$ cat config.mk
export PLATFORM = sky130hd
export DESIGN_NAME = bf_result_streamer_flat
export DESIGN_NICKNAME = d
export VERILOG_FILES = /design/src/rtl/bf_pkg.sv /design/src/rtl/bf_result_streamer_if.sv /design/src/rtl/bf_result_stats.sv /design/src/rtl/bf_result_streamer.sv /design/src/flat_wrapper.sv
export SDC_FILE = /design/constraint.sdc
export NUM_CORES = 1
export LEC_CHECK = 0
export ABC_AREA = 1
export CAP_MARGIN = 40
export CORE_MARGIN = 2
export CORE_UTILIZATION = 44
export DETAILED_ROUTE_END_ITERATION = 10
export PLACE_DENSITY_LB_ADDON = 0.1
export RECOVER_POWER = 25
export REMOVE_ABC_BUFFERS = 1
export SLEW_MARGIN = 20
export SYNTH_ARGS = -nofsm -noshare
export SYNTH_HDL_FRONTEND = slang
export SYNTH_SLANG_ARGS = --single-unit
$ cat constraint.sdc
create_clock -name clock -period 2.01 [get_ports clock]
set_clock_uncertainty 0.1 [all_clocks]
set_input_delay 0.3015 -clock clock [delete_from_list [all_inputs] [get_ports clock]]
set_output_delay 0.3015 -clock clock [all_outputs]
set_load 0.02 [all_outputs]
$ cat src/rtl/bf_pkg.sv
// Shared constants and the streamer state type for the Bellman-Ford result drain path.
// Output memory geometry is fixed here; the streamed node count is a parameter of the top.
package bf_pkg;

  localparam int          ADDR_W           = 13;
  localparam int          DATA_W           = 16;
  localparam int          SUM_W            = 29;
  localparam int          NUM_NODES_DEFAULT = 8192;
  localparam logic [15:0] DIST_INF         = 16'hFFFF;

  typedef enum logic [2:0] {
    IDLE,
    FETCH,
    SEND,
    NEG,
    DONE
  } state_e;

endpackage

$ cat src/rtl/bf_result_streamer_if.sv
// Valid/ready stream carrying one distance word plus its node index and flags.
// The streamer drives the master side; the consumer drives out_ready.
interface bf_result_streamer_if;
  import bf_pkg::*;

  logic              out_valid;
  logic              out_ready;
  logic [DATA_W-1:0] out_data;
  logic [ADDR_W-1:0] out_index;
  logic              out_inf;
  logic              out_last;

  modport master (
    output out_valid, out_data, out_index, out_inf, out_last,
    input  out_ready
  );

  modport slave (
    input  out_valid, out_data, out_index, out_inf, out_last,
    output out_ready
  );

endinterface

$ cat src/rtl/bf_result_stats.sv
// Running statistics over accepted reachable distances: count, maximum and sum.
// Only built when BF_STATS_EN is defined.
module bf_result_stats
  import bf_pkg::*;
(
  input  logic              clock,
  input  logic              reset,
  input  logic              i_accept,
  input  logic [DATA_W-1:0] i_data,
  output logic [ADDR_W:0]   o_reach_count,
  output logic [DATA_W-1:0] o_max_dist,
  output logic [SUM_W-1:0]  o_dist_sum
);

  logic [ADDR_W:0]   r_count;
  logic [DATA_W-1:0] r_max;
  logic [SUM_W-1:0]  r_sum;

  // 29-bit sum holds 8192 x 16'hFFFE with room to spare, so no saturation is needed.
  always_ff @(posedge clock) begin
    if (reset) begin
      r_count <= '0;
      r_max   <= '0;
      r_sum   <= '0;
    end else if (i_accept) begin
      r_count <= r_count + (ADDR_W+1)'(1);
      if (i_data > r_max) r_max <= i_data;
      r_sum   <= r_sum + SUM_W'(i_data);
    end
  end

  assign o_reach_count = r_count;
  assign o_max_dist    = r_max;
  assign o_dist_sum    = r_sum;

endmodule

$ cat src/rtl/bf_result_streamer.sv
// Drains the Bellman-Ford output memory over a valid/ready stream once Finish rises,
// or reports a negative cycle instead. Optional statistics under macro BF_STATS_EN.
module bf_result_streamer
  import bf_pkg::*;
#(
  parameter int NUM_NODES = NUM_NODES_DEFAULT
) (
  input  logic              clock,
  input  logic              reset,
  input  logic              Finish,
  input  logic              NegCycle,
  output logic [ADDR_W-1:0] OMAR,
  input  logic [DATA_W-1:0] OMDR,
  bf_result_streamer_if.master s_out,
  output logic [ADDR_W:0]   reach_count,
  output logic [DATA_W-1:0] max_dist,
  output logic [SUM_W-1:0]  dist_sum,
  output logic              neg_flag,
  output logic              done
);

  localparam logic [ADDR_W-1:0] LAST_IDX = ADDR_W'(NUM_NODES - 1);

  state_e            r_state, w_state_next;
  logic [ADDR_W-1:0] r_rd_idx, r_index;
  logic [DATA_W-1:0] r_data;
  logic              r_valid, r_inf, r_last, r_neg, r_done;
  logic              w_hs, w_load, w_end, w_set_neg;

  assign w_hs = r_valid & s_out.out_ready;

  // NOTE: sequential state uses non-blocking assignments so every flop samples pre-edge values.
  always_ff @(posedge clock) begin
    if (reset) r_state <= IDLE;
    else       r_state <= w_state_next;
  end

  // NOTE: every output of this block gets a default first so no latch is inferred.
  always_comb begin
    w_state_next = r_state;
    w_load       = 1'b0;
    w_end        = 1'b0;
    w_set_neg    = 1'b0;
    unique case (r_state)
      IDLE: begin
        if (NegCycle)    w_state_next = NEG;
        else if (Finish) w_state_next = FETCH;
      end
      FETCH: begin
        w_load       = 1'b1;
        w_state_next = SEND;
      end
      SEND: begin
        if (w_hs) begin
          if (r_last) begin
            w_end        = 1'b1;
            w_state_next = DONE;
          end else begin
            w_load = 1'b1;
          end
        end
      end
      NEG:     w_set_neg = 1'b1;
      DONE:    ;
      default: w_state_next = IDLE;
    endcase
  end

  // A load captures the combinational read of r_rd_idx and advances the pointer;
  // the pointer may wrap after the last word, which is never read again.
  always_ff @(posedge clock) begin
    if (reset) begin
      r_rd_idx <= '0;
      r_valid  <= 1'b0;
      r_data   <= '0;
      r_index  <= '0;
      r_inf    <= 1'b0;
      r_last   <= 1'b0;
      r_neg    <= 1'b0;
      r_done   <= 1'b0;
    end else begin
      if (w_load) begin
        r_data   <= OMDR;
        r_index  <= r_rd_idx;
        r_inf    <= (OMDR == DIST_INF);
        r_last   <= (r_rd_idx == LAST_IDX);
        r_rd_idx <= r_rd_idx + ADDR_W'(1);
        r_valid  <= 1'b1;
      end
      if (w_end) begin
        r_valid <= 1'b0;
        r_done  <= 1'b1;
      end
      if (w_set_neg) begin
        r_neg  <= 1'b1;
        r_done <= 1'b1;
      end
    end
  end

  assign OMAR            = r_rd_idx;
  assign s_out.out_valid = r_valid;
  assign s_out.out_data  = r_data;
  assign s_out.out_index = r_index;
  assign s_out.out_inf   = r_inf;
  assign s_out.out_last  = r_last;
  assign neg_flag        = r_neg;
  assign done            = r_done;

`ifdef BF_STATS_EN
  bf_result_stats u_stats (
    .clock         (clock),
    .reset         (reset),
    .i_accept      (w_hs & ~r_inf),
    .i_data        (r_data),
    .o_reach_count (reach_count),
    .o_max_dist    (max_dist),
    .o_dist_sum    (dist_sum)
  );
`else
  assign reach_count = '0;
  assign max_dist    = '0;
  assign dist_sum    = '0;
`endif

endmodule
$ cat src/flat_wrapper.sv
// flat-port wrapper written by rule: the top's interface ports become plain ports
module bf_result_streamer_flat import bf_pkg::*;
#(
  parameter int NUM_NODES = NUM_NODES_DEFAULT
)
  (clock, reset, Finish, NegCycle, OMAR, OMDR, reach_count, max_dist, dist_sum, neg_flag, done, s_out_out_valid, s_out_out_data, s_out_out_index, s_out_out_inf, s_out_out_last, s_out_out_ready);
  bf_result_streamer_if s_out_i ();
  input  logic clock;
  input  logic reset;
  input  logic Finish;
  input  logic NegCycle;
  output logic [ADDR_W-1:0] OMAR;
  input  logic [DATA_W-1:0] OMDR;
  output logic [ADDR_W:0] reach_count;
  output logic [DATA_W-1:0] max_dist;
  output logic [SUM_W-1:0] dist_sum;
  output logic neg_flag;
  output logic done;
  output wire logic [$bits(s_out_i.out_valid)-1:0] s_out_out_valid;
  output wire logic [$bits(s_out_i.out_data)-1:0] s_out_out_data;
  output wire logic [$bits(s_out_i.out_index)-1:0] s_out_out_index;
  output wire logic [$bits(s_out_i.out_inf)-1:0] s_out_out_inf;
  output wire logic [$bits(s_out_i.out_last)-1:0] s_out_out_last;
  input wire logic [$bits(s_out_i.out_ready)-1:0] s_out_out_ready;
  assign s_out_out_valid = s_out_i.out_valid;
  assign s_out_out_data = s_out_i.out_data;
  assign s_out_out_index = s_out_i.out_index;
  assign s_out_out_inf = s_out_i.out_inf;
  assign s_out_out_last = s_out_i.out_last;
  assign s_out_i.out_ready = s_out_out_ready;
  bf_result_streamer #(.NUM_NODES(NUM_NODES)) u_core (.clock(clock), .reset(reset), .Finish(Finish), .NegCycle(NegCycle), .OMAR(OMAR), .OMDR(OMDR), .s_out(s_out_i), .reach_count(reach_count), .max_dist(max_dist), .dist_sum(dist_sum), .neg_flag(neg_flag), .done(done));
endmodule
==> results.md <==
* Status: finished, final reports clean
* Slowest CP cell: clkdlybuf4s50_1
* Fin worst setup slack at 178 ps
* PortBufs at 67
* Fin nets at 428
* Synthesized area per cell at 7.68 µm²
* Die H at 81.2 µm
* Data arrival, critical path at 1430 ps
* Antenna cell count at 0
* Final Cycle Share at 91.2%
* Fin cells at 482
* CP Capture Type: primary output
* Switching part of the total at 33.3%
* GR Layer Usage met2 at 24.3%
* Die width at 81.2 µm
* Period minus WS final at 1830 ps
* Vias in the first global route at 1,768
* CTS Root Cell: clkbuf_8
* Die area at 6590 µm²
* Post-synthesis sequential area ratio at 38.2%
* DR vias/cell at 4.39
* Crit-path max cell delay at 660 ps
* Largest net degree at the start of global routing at 34
* Syn Inst Count at 341
* Htree depth at 2
* Post-CTS Resized at 0
* Placed cells at 474
* Initial core utilization at 44.8%
* Drt drc at 0
* Synth warnings at 0
* Setup Crit Path Kind: register to primary output
* Vias at 2,115
* RePlAce Congestion at 0.774
* Initial antenna violation count at 0
* Type of the worst min-delay path: register to register
* Pint at 0.00161 W
* DP HPWL at 3.62 mm
* Final hold vios at 0
* CTS max path bufs at 2
* Most common cell after layout, fill and taps aside: clkdlybuf4s50_1
* Placement Rows at 28
* Post-synthesis register bit count at 50
* Worst-path fanout max at 7
* Maxcap violations at 0
* Detail Route Antenna Nets at 0
* Fmax at 546 MHz
* Buf/Inv on CP at 1
* Drt pass-1 iters at 4
* Dominant cells by area after synthesis: dfxtp_1 38%, buf_4 17%, nor2_1 8.2%
* Setup Slack @ Placement at 212 ps
* Clk_lat worst skew at 310 ps
* Maximum VDD drop at 0.000453 V
* Clock-pin transition on the worst setup and hold timing paths at 90 ps
* Synth area leader: dfxtp_1
* Most frequent cells in the layout: 67 x clkdlybuf4s50_1, 59 x conb_1, 58 x nor2_1
* Flop pwr share at 47.0%
* Overflow after GRT at 0
* Share of post-route cells with drive strength above 1 at 7.13%
* First-pass GRT wire length at 7.98 mm
* Busiest grt layer: met2
* Mapped cell area at 2620 µm²
* Core box area at 5850 µm²
* GR met1 Demand/Resource at 19.5%
* CP Cell Sequence: clkdlybuf4s50_1
* RSZ-0062 raised after global routing: no
* Setup crit start kind: register
* Final setup violation count at 0
* Synth top area share at 38.2%
* Gate power share at 27.3%
* CTS buffer count at 5
* Total global-route track usage at 15.7%
* Drt wl/cell at 10.6 µm
* Setup TNS at 0 ps
* Count of final max-slew check failures at 0
* Hold Buf Count CTS at 0
* Met3 GRT Util at 6.56%
* Clk sinks at 50
* Top Ports at 127
* CTS tree: built
* Post-synthesis cell type count at 32
* Crit path required time at 1610 ps
* Post-CTS setup buffer count at 0
* PwrDens at 771 nW/µm²
* Static Leak at 1.32 nW
* Layout area overhead at 19.8%
* Clock power frac at 25.7%
* Crit-path leading delay family: buffers and inverters
* Final WL at 5.10 mm
* Psw at 0.000806 W
* Number of DRC markers in iteration 0 at 81
registers in the layout (all words and copies together) (netlist names):
register,flops
u_core.r_state,3
u_core.s_out.out_data,16
u_core.done,1
u_core.s_out.out_index,13
u_core.s_out.out_valid,1
u_core.neg_flag,1
u_core.OMAR,13
u_core.s_out.out_last,1
u_core.s_out.out_inf,1
routing by layer:
metal	wire, µm	vias to the layer above
met3	478	5
met2	2260	90
met4	74	0
li1	-	1094
met5	0	-
met1	2280	926
metrics by stage:
step	hold slack (ps)	total power [W]	cell area [µm²]	util, %
floorplan	264	0.00156	2250	-
global placement	341	0.00185	3090	52.8
detailed placement	342	0.00185	3090	52.8
CTS	356	0.00247	3180	54.4
global route	376	0.00255	3140	53.6
finish	352	0.00242	3140	53.6
power groups by stage:
| stage | clock (W) | combinational, W | sequential, W |
|---|---|---|---|
| detailed placement | 0 | 0.000687 | 0.00117 |
| finish | 0.000621 | 0.000662 | 0.00114 |
| global route | 0.000677 | 0.000722 | 0.00115 |
| floorplan | 0 | 0.000293 | 0.00126 |
| CTS | 0.000639 | 0.000689 | 0.00114 |
| global placement | 0 | 0.000684 | 0.00117 |
synth_stat cells, drive strengths merged:
master	instances
buf	70
ha	1
nand3	15
o21ai	32
nor2	59
a31oi	1
nand2	46
nand4	4
or2	1
xor2	1
o211ai	1
a21oi	29
inv	24
conb	1
dfxtp	50
clkbuf	3
nor3	3
area by class of cell:
cell class	count	area [µm²]
Fill cell	600	2710
Clock inverter	2	12.5
Tap cell	75	93.8
Multi-Input combinational cell	252	1120
Inverter	24	97.6
Sequential cell	50	1000
Clock buffer	6	82.6
Timing Repair Buffer	73	728
final timing paths:
path | from | to | slack (ps) | depth (start not counted)
worst max-delay path | u_core.OMAR[2] | OMAR[2] | 180 | 1
worst min-delay path | u_core.neg_flag | u_core.neg_flag | 350 | 2
worst max register to register | u_core.r_state[1] | u_core.OMAR[12] | 300 | 8
worst min register to register | u_core.neg_flag | u_core.neg_flag | 350 | 2
cell families after synthesis:
family | count (synthesis) | share of synthesized area (%)
AO/OA/AOI/OAI | 63 | 14.2
flip-flops | 50 | 38.2
adder cells (fa/ha/maj) | 1 | 0.477
other | 1 | 0.143
buffers and inverters | 97 | 26.0
XOR/XNOR | 1 | 0.334
AND/OR/NAND/NOR | 128 | 20.6
Note: power is estimated with default switching activity, not from simulation.
